--- src/rtl/sel_scan_mux.sv ---
// sel_scan_mux: N-channel, W-bit registered selector with manual select and
// round-robin auto-scan with a programmable dwell per channel.
// Optional build macro SEL_SKIP_MASK_EN adds a MASK input whose set bits
// make the scan skip those channels (manual select ignores MASK).
module sel_scan_mux #(
    parameter int unsigned CH      = 4,
    parameter int unsigned W       = 1,
    parameter int unsigned DWELL_W = 8,
    localparam int unsigned SELW   = (CH > 2) ? $clog2(CH) : 1
) (
    input  logic                 CLK,
    input  logic                 RST,
    input  logic [CH*W-1:0]      IN,
    input  logic [SELW-1:0]      SEL_IN,
    input  logic                 MODE,
    input  logic                 EN,
    input  logic [DWELL_W-1:0]   DWELL,
`ifdef SEL_SKIP_MASK_EN
    input  logic [CH-1:0]        MASK,
`endif
    output logic [W-1:0]         OUT,
    output logic [SELW-1:0]      CUR_SEL,
    output logic                 OUT_VALID,
    output logic                 WRAP
);

    localparam logic [1:0] ST_IDLE   = 2'd0;
    localparam logic [1:0] ST_MANUAL = 2'd1;
    localparam logic [1:0] ST_SCAN   = 2'd2;

    logic [1:0]         state;
    logic [1:0]         state_n;
    logic [DWELL_W-1:0] cnt;
    logic [DWELL_W-1:0] cnt_n;
    logic [DWELL_W-1:0] cnt_eff;
    logic [DWELL_W-1:0] dwell_last;
    logic [W-1:0]       out_n;
    logic [SELW-1:0]    sel_n;
    logic               valid_n;
    logic               wrap_n;
    logic [SELW-1:0]    step_sel;
    logic               step_wrap;
    logic [W-1:0]       chan [CH];

    // Unpack the flat input bus into one entry per channel
    always_comb begin
        for (int i = 0; i < CH; i++) begin
            chan[i] = IN[i*W +: W];
        end
    end

    // Last counter value of a dwell; a zero DWELL behaves as a dwell of one
    always_comb begin
        dwell_last = (DWELL == '0) ? '0 : DWELL - DWELL_W'(1);
    end

`ifdef SEL_SKIP_MASK_EN
    // Nearest unmasked channel after CUR_SEL; wraps when the search passes CH-1
    always_comb begin
        int unsigned idx;
        step_sel  = CUR_SEL;
        step_wrap = 1'b0;
        idx       = 0;
        // Walk from the farthest candidate down so the nearest one wins;
        // the farthest (distance CH) is CUR_SEL itself, a full lap
        for (int unsigned k = CH; k >= 1; k--) begin
            idx = (32'(CUR_SEL) + k) % CH;
            if (!MASK[SELW'(idx)]) begin
                step_sel  = SELW'(idx);
                step_wrap = (32'(CUR_SEL) + k) >= CH;
            end
        end
    end
`else
    // Plain round-robin successor of CUR_SEL
    always_comb begin
        if (32'(CUR_SEL) == CH - 1) begin
            step_sel  = '0;
            step_wrap = 1'b1;
        end else begin
            step_sel  = CUR_SEL + SELW'(1);
            step_wrap = 1'b0;
        end
    end
`endif

    // Next state from EN/MODE, and the datapath values the edge will load
    always_comb begin
        state_n = ST_IDLE;
        sel_n   = CUR_SEL;
        out_n   = OUT;
        cnt_n   = '0;
        valid_n = 1'b0;
        wrap_n  = 1'b0;
        if (EN) begin
            state_n = MODE ? ST_SCAN : ST_MANUAL;
        end
        // A scan entered from another state starts with a fresh dwell
        cnt_eff = (state == ST_SCAN) ? cnt : '0;
        case (state_n)
            ST_MANUAL: begin
                // Out-of-range indices keep the current channel
                if (32'(SEL_IN) < CH) begin
                    sel_n = SEL_IN;
                end
                out_n   = chan[sel_n];
                valid_n = 1'b1;
            end
            ST_SCAN: begin
                // Dwell compared live so a shortened DWELL steps at once
                if (cnt_eff >= dwell_last) begin
                    sel_n  = step_sel;
                    wrap_n = step_wrap;
                end else begin
                    cnt_n = cnt_eff + DWELL_W'(1);
                end
                out_n   = chan[sel_n];
                valid_n = 1'b1;
            end
            default: begin
            end
        endcase
    end

    // State register
    always_ff @(posedge CLK) begin
        if (RST) begin
            state <= ST_IDLE;
        end else begin
            state <= state_n;
        end
    end

    // Output and dwell registers; OUT and CUR_SEL always load together
    always_ff @(posedge CLK) begin
        if (RST) begin
            cnt       <= '0;
            OUT       <= '0;
            CUR_SEL   <= '0;
            OUT_VALID <= 1'b0;
            WRAP      <= 1'b0;
        end else begin
            cnt       <= cnt_n;
            OUT       <= out_n;
            CUR_SEL   <= sel_n;
            OUT_VALID <= valid_n;
            WRAP      <= wrap_n;
        end
    end

endmodule

--- config.mk ---
export PLATFORM = sky130hd
export DESIGN_NAME = sel_scan_mux
export DESIGN_NICKNAME = d
export VERILOG_FILES = /design/src/rtl/sel_scan_mux.sv
export SDC_FILE = /design/constraint.sdc
export NUM_CORES = 1
export LEC_CHECK = 0
export BUFFER_PORTS_ARGS = -buffer_cell sky130_fd_sc_hd__buf_4
export CORE_MARGIN = 1
export CORE_UTILIZATION = 57
export DETAILED_ROUTE_END_ITERATION = 12
export PLACE_DENSITY_LB_ADDON = 0.08
export RECOVER_POWER = 25
export SYNTH_ARGS = -nofsm -noshare
export SYNTH_HDL_FRONTEND = slang
export SYNTH_SLANG_ARGS = --single-unit
--- constraint.sdc ---
create_clock -name CLK -period 7.7 [get_ports CLK]
set_clock_uncertainty 0.15 [all_clocks]
set_input_delay 1.155 -clock CLK [delete_from_list [all_inputs] [get_ports CLK]]
set_output_delay 1.155 -clock CLK [all_outputs]
set_load 0.1 [all_outputs]
# Word level (Yosys, flattened, before mapping)

Index checks and enable logic that the tools add are counted.

Flip-flop bits (word level): 15
Output and inout bits: 5

Add/sub/neg operators: 3
$lt $le $gt $ge: 3
Eq/ne operators: 4
Muxes and demuxes: 18
Bitwise logic cells: 4
Reductions and logical operators: 5

Operators with widths:

| kind                | number |
|---|---|
| $mux 8              | 2 |
| $mux 2              | 6 |
| $add 8x1->8 const B | 1 |
| $ge 8x8->1          | 1 |
| $logic_not 8->1     | 1 |
| $sub 8x1->8 const B | 1 |
| $eq 2x2->1 const B  | 3 |
| $ge 3x3->1 const B  | 2 |
| $mux 1              | 6 |
| $not 2->3           | 2 |
| $reduce_or 3->1     | 2 |
| $bmux 1 s2          | 2 |
| $pmux 2 s2          | 1 |
| $add 2x1->2 const B | 1 |
| $eq 2x1->1 const B  | 1 |
| $not 1->1           | 2 |
| $pmux 1 s2          | 1 |
| $reduce_bool 2->1   | 1 |
| $reduce_or 2->1     | 1 |

# Longest topological paths before layout

Word-level depth: 10
Depth in mapped cells: 12

# Worst setup path before layout

OpenSTA, ideal clock, no wires.

Kind: input port to flip-flop
Start: in DWELL[3]
End: reg OUT
Arrival: 3.368 ns
Setup slack: 4.090 ns
Stages on the path: 11
Cells stage by stage: nor3_1 > nand3_1 > nor3_1 > mux2i_1 > ha_1 > a21oi_1 > o21ai_0 > nor2_2 > mux2i_1 > a21oi_1 > o32ai_1

Cells in the longest elaborated chain, start to end: 10
Elaborated cells between the ends (all ways): 11

Ends and longest elaborated chain:

| what                                           | RTL line | text |
|---|---|---|
| from (decl)                                    | 17       | `input logic [DWELL_W-1:0] DWELL,` |
| $sub 8x1->8 or $logic_not 8->1 (tied branches) | 54       | `dwell_last = (DWELL == '0) ? '0 : DWELL - DWELL_W'(1);` |
| $mux 8 (*)                                     | 54       |  |
| $ge 8x8->1 (*)                                 | 111      | `if (cnt_eff >= dwell_last) begin` |
| $mux 2 (*)                                     | 111      |  |
| $mux 2 (*)                                     | 100      | `case (state_n)` |
| $not 2->3 (not written as such) (*)            | 117      | `out_n = chan[sel_n];` |
| $bmux 1 s2 (*)                                 | 117      |  |
| $mux 1 (not written as such) (*) (2 in a row)  | 117      |  |
| $pmux 1 s2 (*)                                 | 100      |  |
| to (signal assigned)                           | 144      | `OUT <= out_n;` |
| to (decl)                                      | 21       | `output logic [W-1:0] OUT,` |

Every way passes the cells marked *; elsewhere a longest branch is shown, timed or not. The select of a mux whose other input is x is not followed.
A chain may end at the register's enable or synchronous reset.

# Final worst setup path

Ends and elaborated chain as after synthesis.

==> metrics.log <==
INFO  metric period_needed = 3830 ps
INFO  metric final_cell_area = 0.00127 sq mm
INFO  metric detailroute.via_count = 1009
INFO  metric gr-total-overflow = 0
INFO  metric maximum_number_of_pins_on_one_net_before_global_route_repair = 11
INFO  metric syn_area = 0.00106 sq mm
INFO  metric route.detailed.drc = 0
INFO  metric setup_repair_after_global_routing_missed_its_margin = no
INFO  metric maxSlewHeadroom = between 20% and 30%
INFO  metric post_synth_top_area_share = between 20 and 30%
INFO  metric grt_usage = 26.1%
INFO  metric timing_max_transition_violations_final = 0
INFO  metric post_cts.resized_instances = 0
INFO  metric synthCells = 134
INFO  metric clock.fmax = 261 MHz
INFO  metric tritoncts_clock_tree = done
INFO  metric place_area = 0.00126 sq mm
INFO  metric core_area = 0.00175 sq mm
INFO  metric mappedNetlistNets = 163
INFO  metric worst-setup-path-type = input port to flip-flop
INFO  metric worst-endpoint-arrival = 3890 ps
INFO  metric critical_path.endpoint_type = flip-flop
INFO  metric number_of_buffers_added_on_ports = 22
INFO  metric critical_path_required = 7760 ps
INFO  metric worstHoldPathCells = 3
INFO  metric io-pin-count = 23
INFO  metric fillers = 148
INFO  metric leakage_power_of_the_design = 0.593 nW
INFO  metric peakVddDrop = about 0.15 mV
INFO  metric yosys_most_used_dff = dfxtp_1
INFO  metric wire_per_inst = 12.7 um
INFO  metric synth.yosys.seq_area_share = 28.3%
INFO  metric worst_r2r_path_depth = 10
INFO  metric layout-drive-gt1-share = 16.9%
INFO  metric p_per_area = between 100 and 150 mW/mm^2
INFO  metric syn_area_per_cell = 7.93 sq um
INFO  metric antenna_violations_before_repair = 0
INFO  metric num_rows = 15
INFO  metric ctsHtreeMaxLevel = 1
INFO  metric slew_worst_pin = around 1200 ps
INFO  metric holdWs = 397 ps
INFO  metric dieArea = just over 0.002 sq mm
INFO  metric detail_route.first_pass.iterations = 4
INFO  metric hp-class = flip-flop to flip-flop
INFO  metric min_period_over_period = 49.8%
INFO  metric ys_async_sr_fraction = 0%
INFO  metric detail_route.vias_per_cell = 5.45
INFO  metric ys_top_cells_by_area = dfxtp_1 28%, ha_1 13%, nand2_1 5.3%, nor2_1 4.9%, nand3_1 4.2%
INFO  metric wirelength = 2.34 mm
INFO  metric floorplan.initialDensity = 60.9%
INFO  metric detail_route.iter0.violations = 21
INFO  metric area_growth = 20.0%
INFO  metric synth_cell_type_count = 29
INFO  metric fp.dieH = 45.2 um
INFO  metric final_util = between 70% and 80%
INFO  metric grt_pass1_vias = 913
INFO  metric design_power_total = 0.172 mW
INFO  metric grt_first_pass_wirelength = between 3 and 4 mm
INFO  metric tritoncts_num_sinks = 15
INFO  metric worst_setup_path_start_kind = input port
INFO  metric setup_total_negative_slack = 0 ps
INFO  metric netlist_top_cells_count = 15 x dfxtp_1, 15 x nand2_1, 14 x nor2_1
INFO  metric yosysWarnings = 0
INFO  metric synth-edff-count = 0
INFO  metric synth.largest_area_cell = dfxtp_1
INFO  metric die_w = 45.2 um
INFO  metric gp_congestion = roughly 0.79
INFO  metric postSynthRegisterBits = 15
INFO  metric number_of_buffers_on_the_longest_clock_path = 2
INFO  metric path_max_fanout = 10
INFO  metric cts_root_buf = clkbuf_4
INFO  metric ctsHoldBuffers = 0
INFO  metric antennaDiodeCount = 0
INFO  metric post_cts_buffers = 0
INFO  metric cap_violations = 0
INFO  metric cts-buffers-inserted = 3
INFO  metric status = finished, final reports clean
INFO  metric remaining_number_of_nets_flagged_by_the_antenna_check_after_routing = 0
INFO  metric path_clk_slew = roughly 100 ps
INFO  metric hold_violations = 0
INFO  metric place_hpwl = 1.88 mm
INFO  metric setup_viol_count_final = 0
INFO  metric clock_latency_at_the_later_pin_of_the_worst_skew_pair = approximately 300 ps
INFO  metric nNetsFinal = 190
-- layer usage --
layer	GRT usage, %	up-vias	part of all wire, %
met4	10.3	0	0.90
met3	6.40	3	3.5
li1	-	525	-
met5	0	-	0
met1	28.1	463	42
met2	48.1	18	54
-- cell families (layout without fill, tap and decap cells) --
logic type	count (synthesis)	in the layout	share of synthesized area, %
simple gates	63	63	28.5
flops	15	15	28.3
fa+ha+maj	11	11	13.0
mux	5	5	5.89
compound gates	22	22	13.8
buf+inv	9	35	3.18
xor+xnor	9	9	7.42
-- per-stage QoR --
stage / cells / worst slack (ps)
2_1_floorplan: 134 / 4090
3_3_place_gp: 181 / 3770
3_5_place_dp: 181 / 3590
4_1_cts: 185 / 3910
5_1_grt: 185 / 3510
6_report: 185 / 3870
-- critical path, stage by stage --
cell	delay (ps)
buf_4	120
nor3_1	460
nand3_1	190
nor3_1	220
mux2i_1	240
ha_1	260
a21oi_1	140
o21ai_0	140
nor2_2	370
mux2i_1	240
a21oi_1	80
o32ai_1	260
-- where the power goes --
group	switching [mW]	leakage, nW	total (mW)	internal, mW
logic	0.0266	0.454	0.0433	0.0167
registers	0.00148	0.122	0.0811	0.0796
clock network	0.0285	0.0177	0.0478	0.0194
total	0.0565	0.593	0.172	0.116
-- state kept, by name, summed over array words and instances, names as in the netlist --
name       count
CUR_SEL        2
OUT            1
OUT_VALID      1
WRAP           1
cnt            8
state          2
-- placed cells by master (no fill, tap or decap), types with 2 or more instances in the layout --
cell type / synthesis / final
a31oi_1: 2 / 2
nand3_1: 9 / 9
nand2b_1: 3 / 3
ha_1: 11 / 11
a21oi_1: 8 / 8
o21ai_0: 2 / 2
buf_4: 0 / 19
mux2i_1: 4 / 4
o32ai_1: 2 / 2
and3_1: 4 / 4
xnor2_1: 5 / 5
nor2b_1: 4 / 4
xor2_1: 4 / 4
dfxtp_1: 15 / 15
nor2_1: 14 / 14
and2_1: 6 / 6
inv_1: 9 / 9
clkbuf_4: 0 / 3
clkbuf_1: 0 / 3
nand2_1: 15 / 15
nor3_1: 6 / 6
-- area by class of cell --
class | count | area, sq um | area share (%)
inverter | 9 | 33.8 | 2.65
clock inverter | 1 | 5.00 | 0.393
sequential | 15 | 300 | 23.6
tap | 25 | 31.3 | 2.45
clock buffer | 3 | 22.5 | 1.77
multi-input combinational | 110 | 728 | 57.1
timing repair buffer | 22 | 154 | 12.1
-- final timing paths --
path                            startpoint      to  slack (ps)
worst max-delay path              DWELL[3]     OUT        3870
worst min-delay path                cnt[6]  cnt[7]         400
worst max register to register    state[1]     OUT        4760
worst min register to register      cnt[6]  cnt[7]         400
No activity file was read; power rests on OpenSTA's default activity.
